**src/rtl/snn_image_load_ctrl_if.sv**
```systemverilog
// Bundle between the JTAG mailbox, the SNN core and the image-load controller.
// Slave modport is the controller's view; master modport is the driving side.
interface snn_image_load_ctrl_if #(
    parameter int unsigned CHUNK_W    = 30,
    parameter int unsigned NUM_CHUNKS = 27,
    parameter int unsigned RESULT_W   = 4
);
    localparam int unsigned IMG_W = CHUNK_W * NUM_CHUNKS;
    localparam int unsigned CNT_W = $clog2(NUM_CHUNKS + 1);

    logic [CHUNK_W-1:0]  iDATA;
    logic                iPROGRESS;
    logic                iFINISH;
    logic                iSNN_DONE;
    logic [RESULT_W-1:0] iSNN_RESULT;
    logic [IMG_W-1:0]    oIMAGE;
    logic                oSNN_START;
    logic [RESULT_W-1:0] oRESULT;
    logic                oRESULT_VALID;
    logic                oBUSY;
    logic [CNT_W-1:0]    oCHUNK_CNT;
    logic [1:0]          oERR;

    modport master (
        output iDATA, iPROGRESS, iFINISH, iSNN_DONE, iSNN_RESULT,
        input  oIMAGE, oSNN_START, oRESULT, oRESULT_VALID, oBUSY, oCHUNK_CNT, oERR
    );

    modport slave (
        input  iDATA, iPROGRESS, iFINISH, iSNN_DONE, iSNN_RESULT,
        output oIMAGE, oSNN_START, oRESULT, oRESULT_VALID, oBUSY, oCHUNK_CNT, oERR
    );
endinterface

```
**src/rtl/snn_image_load_ctrl.sv**
```systemverilog
// Assembles JTAG mailbox chunks into the SNN image register, launches the SNN,
// waits for done with a timeout and latches the classification result.
module snn_image_load_ctrl #(
    parameter int unsigned CHUNK_W     = 30,
    parameter int unsigned NUM_CHUNKS  = 27,
    parameter int unsigned RESULT_W    = 4,
    parameter int unsigned TIMEOUT_CYC = 1048576
) (
    input  logic                iCLK,
    input  logic                iRESET,
    snn_image_load_ctrl_if.slave io_bus
);
    localparam int unsigned IMG_W = CHUNK_W * NUM_CHUNKS;
    localparam int unsigned CNT_W = $clog2(NUM_CHUNKS + 1);
    localparam int unsigned TO_W  = (TIMEOUT_CYC > 2) ? $clog2(TIMEOUT_CYC) : 1;

    localparam logic [1:0] ERR_NONE    = 2'd0;
    localparam logic [1:0] ERR_OVF     = 2'd1;
    localparam logic [1:0] ERR_SHORT   = 2'd2;
    localparam logic [1:0] ERR_TIMEOUT = 2'd3;

    typedef enum logic [1:0] {S_IDLE, S_LOAD, S_RUN} state_t;

    state_t              r_state, w_state_nxt;
    logic                r_prog_d1, r_prog_d2, r_fin_d1, r_fin_d2;
    logic                w_prog_edge, w_fin_edge;
    logic [IMG_W-1:0]    r_image;
    logic [CNT_W-1:0]    r_cnt, w_cnt_nxt, w_cnt_cap, w_wr_idx;
    logic                w_wr_en;
    logic [1:0]          r_err, w_err_nxt;
    logic                r_start, w_start_nxt;
    logic [RESULT_W-1:0] r_result, w_result_nxt;
    logic                r_rv, w_rv_nxt;
    logic                r_busy;
    logic [TO_W-1:0]     r_to, w_to_nxt;

    // Edges are taken between two registered copies, giving the 2-cycle input latency
    assign w_prog_edge = r_prog_d1 & ~r_prog_d2;
    assign w_fin_edge  = r_fin_d1 & ~r_fin_d2;

    always_ff @(posedge iCLK) begin
        if (iRESET) begin
            r_state   <= S_IDLE;
            r_prog_d1 <= 1'b0;
            r_prog_d2 <= 1'b0;
            r_fin_d1  <= 1'b0;
            r_fin_d2  <= 1'b0;
        end else begin
            r_state   <= w_state_nxt;
            r_prog_d1 <= io_bus.iPROGRESS;
            r_prog_d2 <= r_prog_d1;
            r_fin_d1  <= io_bus.iFINISH;
            r_fin_d2  <= r_fin_d1;
        end
    end

    always_comb begin
        w_state_nxt  = r_state;
        w_cnt_cap    = r_cnt;
        w_cnt_nxt    = r_cnt;
        w_err_nxt    = r_err;
        w_wr_en      = 1'b0;
        w_wr_idx     = r_cnt;
        w_start_nxt  = 1'b0;
        w_result_nxt = r_result;
        w_rv_nxt     = r_rv;
        w_to_nxt     = r_to;
        unique case (r_state)
            S_IDLE: begin
                if (w_prog_edge) begin
                    w_wr_en     = 1'b1;
                    w_wr_idx    = '0;
                    w_cnt_nxt   = CNT_W'(1);
                    w_err_nxt   = ERR_NONE;
                    w_rv_nxt    = 1'b0;
                    w_state_nxt = S_LOAD;
                end else if (w_fin_edge) begin
                    w_err_nxt = ERR_SHORT;
                end
            end
            S_LOAD: begin
                // Chunk capture is resolved first so FINISH sees the updated count
                if (w_prog_edge) begin
                    if (r_cnt < CNT_W'(NUM_CHUNKS)) begin
                        w_wr_en   = 1'b1;
                        w_cnt_cap = r_cnt + CNT_W'(1);
                    end else begin
                        w_err_nxt = ERR_OVF;
                    end
                end
                w_cnt_nxt = w_cnt_cap;
                if (w_fin_edge) begin
                    if (w_cnt_cap == CNT_W'(NUM_CHUNKS)) begin
                        w_start_nxt = 1'b1;
                        w_to_nxt    = '0;
                        w_state_nxt = S_RUN;
                    end else begin
                        w_err_nxt   = ERR_SHORT;
                        w_cnt_nxt   = '0;
                        w_state_nxt = S_IDLE;
                    end
                end
            end
            S_RUN: begin
                if (io_bus.iSNN_DONE) begin
                    w_result_nxt = io_bus.iSNN_RESULT;
                    w_rv_nxt     = 1'b1;
                    w_cnt_nxt    = '0;
                    w_state_nxt  = S_IDLE;
                end else if (r_to == TO_W'(TIMEOUT_CYC - 1)) begin
                    w_err_nxt   = ERR_TIMEOUT;
                    w_cnt_nxt   = '0;
                    w_state_nxt = S_IDLE;
                end else begin
                    w_to_nxt = r_to + TO_W'(1);
                end
            end
            default: w_state_nxt = S_IDLE;
        endcase
    end

    always_ff @(posedge iCLK) begin
        if (iRESET) begin
            r_image  <= '0;
            r_cnt    <= '0;
            r_err    <= ERR_NONE;
            r_start  <= 1'b0;
            r_result <= '0;
            r_rv     <= 1'b0;
            r_busy   <= 1'b0;
            r_to     <= '0;
        end else begin
            r_cnt    <= w_cnt_nxt;
            r_err    <= w_err_nxt;
            r_start  <= w_start_nxt;
            r_result <= w_result_nxt;
            r_rv     <= w_rv_nxt;
            r_busy   <= (w_state_nxt != S_IDLE);
            r_to     <= w_to_nxt;
            for (int k = 0; k < NUM_CHUNKS; k++) begin
                if (w_wr_en && (w_wr_idx == CNT_W'(k))) begin
                    r_image[k*CHUNK_W +: CHUNK_W] <= io_bus.iDATA;
                end
            end
        end
    end

    assign io_bus.oIMAGE        = r_image;
    assign io_bus.oSNN_START    = r_start;
    assign io_bus.oRESULT       = r_result;
    assign io_bus.oRESULT_VALID = r_rv;
    assign io_bus.oBUSY         = r_busy;
    assign io_bus.oCHUNK_CNT    = r_cnt;
    assign io_bus.oERR          = r_err;
endmodule

```
**src/flat_wrapper.sv**
```systemverilog
// flat-port wrapper written by rule: the top's interface ports become plain ports
module snn_image_load_ctrl_flat 
#(
    parameter int unsigned CHUNK_W     = 30,
    parameter int unsigned NUM_CHUNKS  = 27,
    parameter int unsigned RESULT_W    = 4,
    parameter int unsigned TIMEOUT_CYC = 1048576
)
  (iCLK, iRESET, io_bus_iDATA, io_bus_iPROGRESS, io_bus_iFINISH, io_bus_iSNN_DONE, io_bus_iSNN_RESULT, io_bus_oIMAGE, io_bus_oSNN_START, io_bus_oRESULT, io_bus_oRESULT_VALID, io_bus_oBUSY, io_bus_oCHUNK_CNT, io_bus_oERR);
  snn_image_load_ctrl_if #(.CHUNK_W(CHUNK_W), .NUM_CHUNKS(NUM_CHUNKS), .RESULT_W(RESULT_W)) io_bus_i ();
  input  logic iCLK;
  input  logic iRESET;
  input wire logic [$bits(io_bus_i.iDATA)-1:0] io_bus_iDATA;
  input wire logic [$bits(io_bus_i.iPROGRESS)-1:0] io_bus_iPROGRESS;
  input wire logic [$bits(io_bus_i.iFINISH)-1:0] io_bus_iFINISH;
  input wire logic [$bits(io_bus_i.iSNN_DONE)-1:0] io_bus_iSNN_DONE;
  input wire logic [$bits(io_bus_i.iSNN_RESULT)-1:0] io_bus_iSNN_RESULT;
  output wire logic [$bits(io_bus_i.oIMAGE)-1:0] io_bus_oIMAGE;
  output wire logic [$bits(io_bus_i.oSNN_START)-1:0] io_bus_oSNN_START;
  output wire logic [$bits(io_bus_i.oRESULT)-1:0] io_bus_oRESULT;
  output wire logic [$bits(io_bus_i.oRESULT_VALID)-1:0] io_bus_oRESULT_VALID;
  output wire logic [$bits(io_bus_i.oBUSY)-1:0] io_bus_oBUSY;
  output wire logic [$bits(io_bus_i.oCHUNK_CNT)-1:0] io_bus_oCHUNK_CNT;
  output wire logic [$bits(io_bus_i.oERR)-1:0] io_bus_oERR;
  assign io_bus_i.iDATA = io_bus_iDATA;
  assign io_bus_i.iPROGRESS = io_bus_iPROGRESS;
  assign io_bus_i.iFINISH = io_bus_iFINISH;
  assign io_bus_i.iSNN_DONE = io_bus_iSNN_DONE;
  assign io_bus_i.iSNN_RESULT = io_bus_iSNN_RESULT;
  assign io_bus_oIMAGE = io_bus_i.oIMAGE;
  assign io_bus_oSNN_START = io_bus_i.oSNN_START;
  assign io_bus_oRESULT = io_bus_i.oRESULT;
  assign io_bus_oRESULT_VALID = io_bus_i.oRESULT_VALID;
  assign io_bus_oBUSY = io_bus_i.oBUSY;
  assign io_bus_oCHUNK_CNT = io_bus_i.oCHUNK_CNT;
  assign io_bus_oERR = io_bus_i.oERR;
  snn_image_load_ctrl #(.CHUNK_W(CHUNK_W), .NUM_CHUNKS(NUM_CHUNKS), .RESULT_W(RESULT_W), .TIMEOUT_CYC(TIMEOUT_CYC)) u_core (.iCLK(iCLK), .iRESET(iRESET), .io_bus(io_bus_i));
endmodule
```
**config.mk**
```make
export PLATFORM = sky130hd
export DESIGN_NAME = snn_image_load_ctrl_flat
export DESIGN_NICKNAME = d
export VERILOG_FILES = /design/src/rtl/snn_image_load_ctrl_if.sv /design/src/rtl/snn_image_load_ctrl.sv /design/src/flat_wrapper.sv
export SDC_FILE = /design/constraint.sdc
export NUM_CORES = 2
export LEC_CHECK = 0
export ABC_AREA = 1
export BUFFER_PORTS_ARGS = -buffer_cell sky130_fd_sc_hd__buf_2
export CAP_MARGIN = 20
export CORE_AREA = 4 4 336 338
export CTS_CLUSTER_DIAMETER = 150
export DETAILED_ROUTE_END_ITERATION = 6
export DIE_AREA = 0 0 340 342
export SYNTH_ARGS = -nofsm -noshare
export SYNTH_HDL_FRONTEND = slang
export SYNTH_SLANG_ARGS = --single-unit
```
**constraint.sdc**
```tcl
create_clock -name iCLK -period 2.25 [get_ports iCLK]
set_clock_uncertainty 0.1 [all_clocks]
set_input_delay 0.1125 -clock iCLK [delete_from_list [all_inputs] [get_ports iCLK]]
set_output_delay 0.1125 -clock iCLK [all_outputs]
set_load 0.005 [all_outputs]
```
==> impl_results.md <==
- Status: finished clean
- Final setup TNS: 0 ps
- Chip width: about 340 um
- Gr usage total: 20.3%
- Gp weighted congestion: 0.848
- IO Count: roughly 860
- Clock transition at path regs: 60 ps
- FF-to-FF setup slack: around 110 ps
- Synth cell count leaders: dfxtp_1, a21oi_1, o21ai_0, nor2_1, a211oi_1
- Share of layout cells above drive strength 1: 31.2%
- Yosys reg bits: 850
- Arr. time, crit path: 2590 ps
- Fraction of registers with async set/reset: 0%
- Setup WS post-layout: 110 ps
- Net Count, Synth: between 3000 and 4000
- H-tree levels: 3
- Post-Route WL: 131000 um
- Clk Latency, worst-skew pair: roughly 670 ps
- Cell count after synthesis: 3209
- CTS tree: built
- F_max: between 400 and 500 MHz
- GRT overflow: 0
- Reg-to-reg startpoint: u_core.r_prog_d1
- Worst-margin pin slew: 910 ps
- Die height: about 340 um
- Synth area leaders: dfxtp_1, a21oi_1, o21ai_0
- Initial Util: 26.4%
- Fin util: 36.1%
- Number of global-route vias before repair: 24700
- Max_cap viols: 0
- Sequential area share after synthesis: 58.6%
- Hpwl dp: 82700 um
- First-pass GRT wire length: 175000 um
- Reg2Reg Depth: 11
- Clk root buf: clkbuf_16
- Max-slew headroom: 39.3%
- End of the worst hold path: u_core.r_fin_d1
- Hold_sp: io_bus_iFINISH
- Slowest CP cell: dfxtp_2
- Crit Path Class: flop to flop
- Top cell type's share of synthesized area: 58.6%
- Fin crit share: 95.1%
- DR DRC count: 0
- Leakage: 17.4 nW
- Max VDD drop: 832 uV
- Critical Path Max Stage Delay: 340 ps
- Core ar.: roughly 110000 um^2
- Via Count: 27200
- Hold path depth: 4
- Crit. Startpoint: u_core.r_prog_d1
- Worst min path class: input pin to flop
- Area leader, netlist: dfxtp_1
- EDFF count, synth: 0
- First DRT Iteration DRCs: 2197
- Drt via density: 4.86
- Critical Path Start Type: flop
- Initial antenna violation count: 8
- Critical Path RT: 2700 ps
- Final-report setup violation count: 0
- Critical path peak fanout: 28
- DR WL/cell: 23.3 um
- ANT nets after route: 0
- Largest net degree at the start of global routing: around 160
- Syn. warnings: 0
- # rows: 122
- Synthesized area per cell: 9.05 um^2
- CP delay by family, top: buffers and inverters
- Buf/Inv on CP: 5
- Fin. max-slew vios: 0
- Die ar.: 116000 um^2
- Unique masters post-synth: 36
- NumNets Final: 4083
- Final hold slack: roughly 130 ps
- Final Hold Viols: 0
- Post-Place Setup Slack: -77.6 ps
- Min Tclk post-route: around 2100 ps
- RR Endpoint: u_core.io_bus.oIMAGE[485]
- Port bufs: between 800 and 900
- Critical-path cell list: inv_2, nor2_4, buf_6, nand3_4, nor2_1, bufinv_8, nor2_4, buf_12, buf_12, nor2_1, a211oi_1
- Clk sink count: between 800 and 900
- Post-synthesis instance area: 29000 um^2
- Top_reg_cell synth: dfxtp_1
- Area grow syn2layout: 37.0%
- Most frequent cell after synthesis: dfxtp_1
- Power Dens Cells: 821 nW/um^2
- Total iterations of the first detailed-routing run: 5
- Clock Tree Buf Depth: 3
- CTS buffer count: 90
- CP Capture Type: flop
[layout make-up]
cell class                 count  area (um^2)
clock buffer                 123         2550
tap                         1488         1860
multi-input combinational   1950        10400
antenna                        1         2.50
fill                       11200        70300
sequential                   850        17000
timing repair buffer        1065         7080
clock inverter                41          533
inverter                      81          330
[worst reg2reg max path, cell delays in order, from the launching register on]
cell	delay (ps)
dfxtp_2	340
inv_2	50
nor2_4	190
buf_6	160
nand3_4	90
nor2_1	110
bufinv_8	250
nor2_4	140
buf_12	140
buf_12	190
nor2_1	70
a211oi_1	190
[sequential cells by signal, indices dropped and copies added (netlist names)]
name,cells
u_core.r_prog_d2,1
u_core.io_bus.oIMAGE,810
u_core.r_fin_d2,1
u_core.io_bus.oERR,2
u_core.io_bus.oRESULT,4
u_core.io_bus.oRESULT_VALID,1
u_core.r_to,20
u_core.r_fin_d1,1
u_core.r_prog_d1,1
u_core.io_bus.oBUSY,1
u_core.io_bus.oSNN_START,1
u_core.r_state,2
u_core.io_bus.oCHUNK_CNT,5
[metal layers]
layer  GRT usage, %  up-vias  routed length (um)
li1               -    12800                   -
met1           25.8    12900               53700
met2           32.4     1211               60500
met3           5.14      275               10100
met4           9.47        0                6260
met5              0        -                   0
[kinds of logic (layout without fill, tap and decap cells)]
| kind of cell | Yosys count | count (layout) | share of synthesized area (%) |
|---|---|---|---|
| other cells | 0 | 1 | 0 |
| buf+inv | 409 | 1310 | 6.02 |
| xor+xnor | 14 | 14 | 0.422 |
| compound gates | 1403 | 1403 | 26.9 |
| flops | 850 | 850 | 58.6 |
| fa+ha+maj | 6 | 6 | 0.259 |
| simple gates | 527 | 527 | 7.74 |
[what timing repair did]
item	in CTS	in global routing
endpoints found under the hold margin	399	0
hold buffers	42	0
pin swaps	5	9
setup endpoints to repair	354	684
setup buffers	6	20
gates cloned	4	13
gates resized for setup	12	50
[how the worst max path moves through the flow]
stage                                      to  slack (ps)  cells after the start
finish              u_core.io_bus.oIMAGE[485]         110                     11
global route          u_core.io_bus.oIMAGE[6]         -10                     13
CTS                 u_core.io_bus.oIMAGE[683]         -20                     10
detailed placement  u_core.io_bus.oIMAGE[149]         -80                     11
global placement    u_core.io_bus.oIMAGE[323]         -20                     12
floorplan           u_core.io_bus.oIMAGE[780]         270                     12
[stage by stage]
step	area, um^2	instances	power, mW
floorplan	29000	3209	16.4
global placement	35400	5351	17.3
detailed placement	35400	5351	17.3
CTS	39200	5567	32.8
global route	39800	5599	33.7
finish	39800	5599	32.7
[cells in the final DEF (no fill, tap or decap), types with 30 or more instances in the layout]
cell type / synthesis / routed
buf_2: 89 / 861
dfxtp_1: 850 / 848
a21oi_1: 572 / 572
o21ai_0: 538 / 521
nor2_1: 338 / 333
a211oi_1: 251 / 246
clkbuf_16: 0 / 102
nand2_1: 90 / 87
buf_4: 16 / 73
buf_12: 0 / 68
nand3_1: 45 / 43
dlygate4sd3_1: 0 / 42
inv_2: 9 / 38
inv_1: 40 / 36
o21ai_1: 13 / 30
[power by group]
part | leakage [nW] | switching, mW | internal, mW | total, mW
logic | 9.08 | 1.38 | 0.587 | 1.97
registers | 6.85 | 0.0705 | 15.2 | 15.3
clock network | 1.51 | 6.59 | 8.85 | 15.4
total | 17.4 | 8.04 | 24.6 | 32.7
Power figures use the tool's default switching activity.
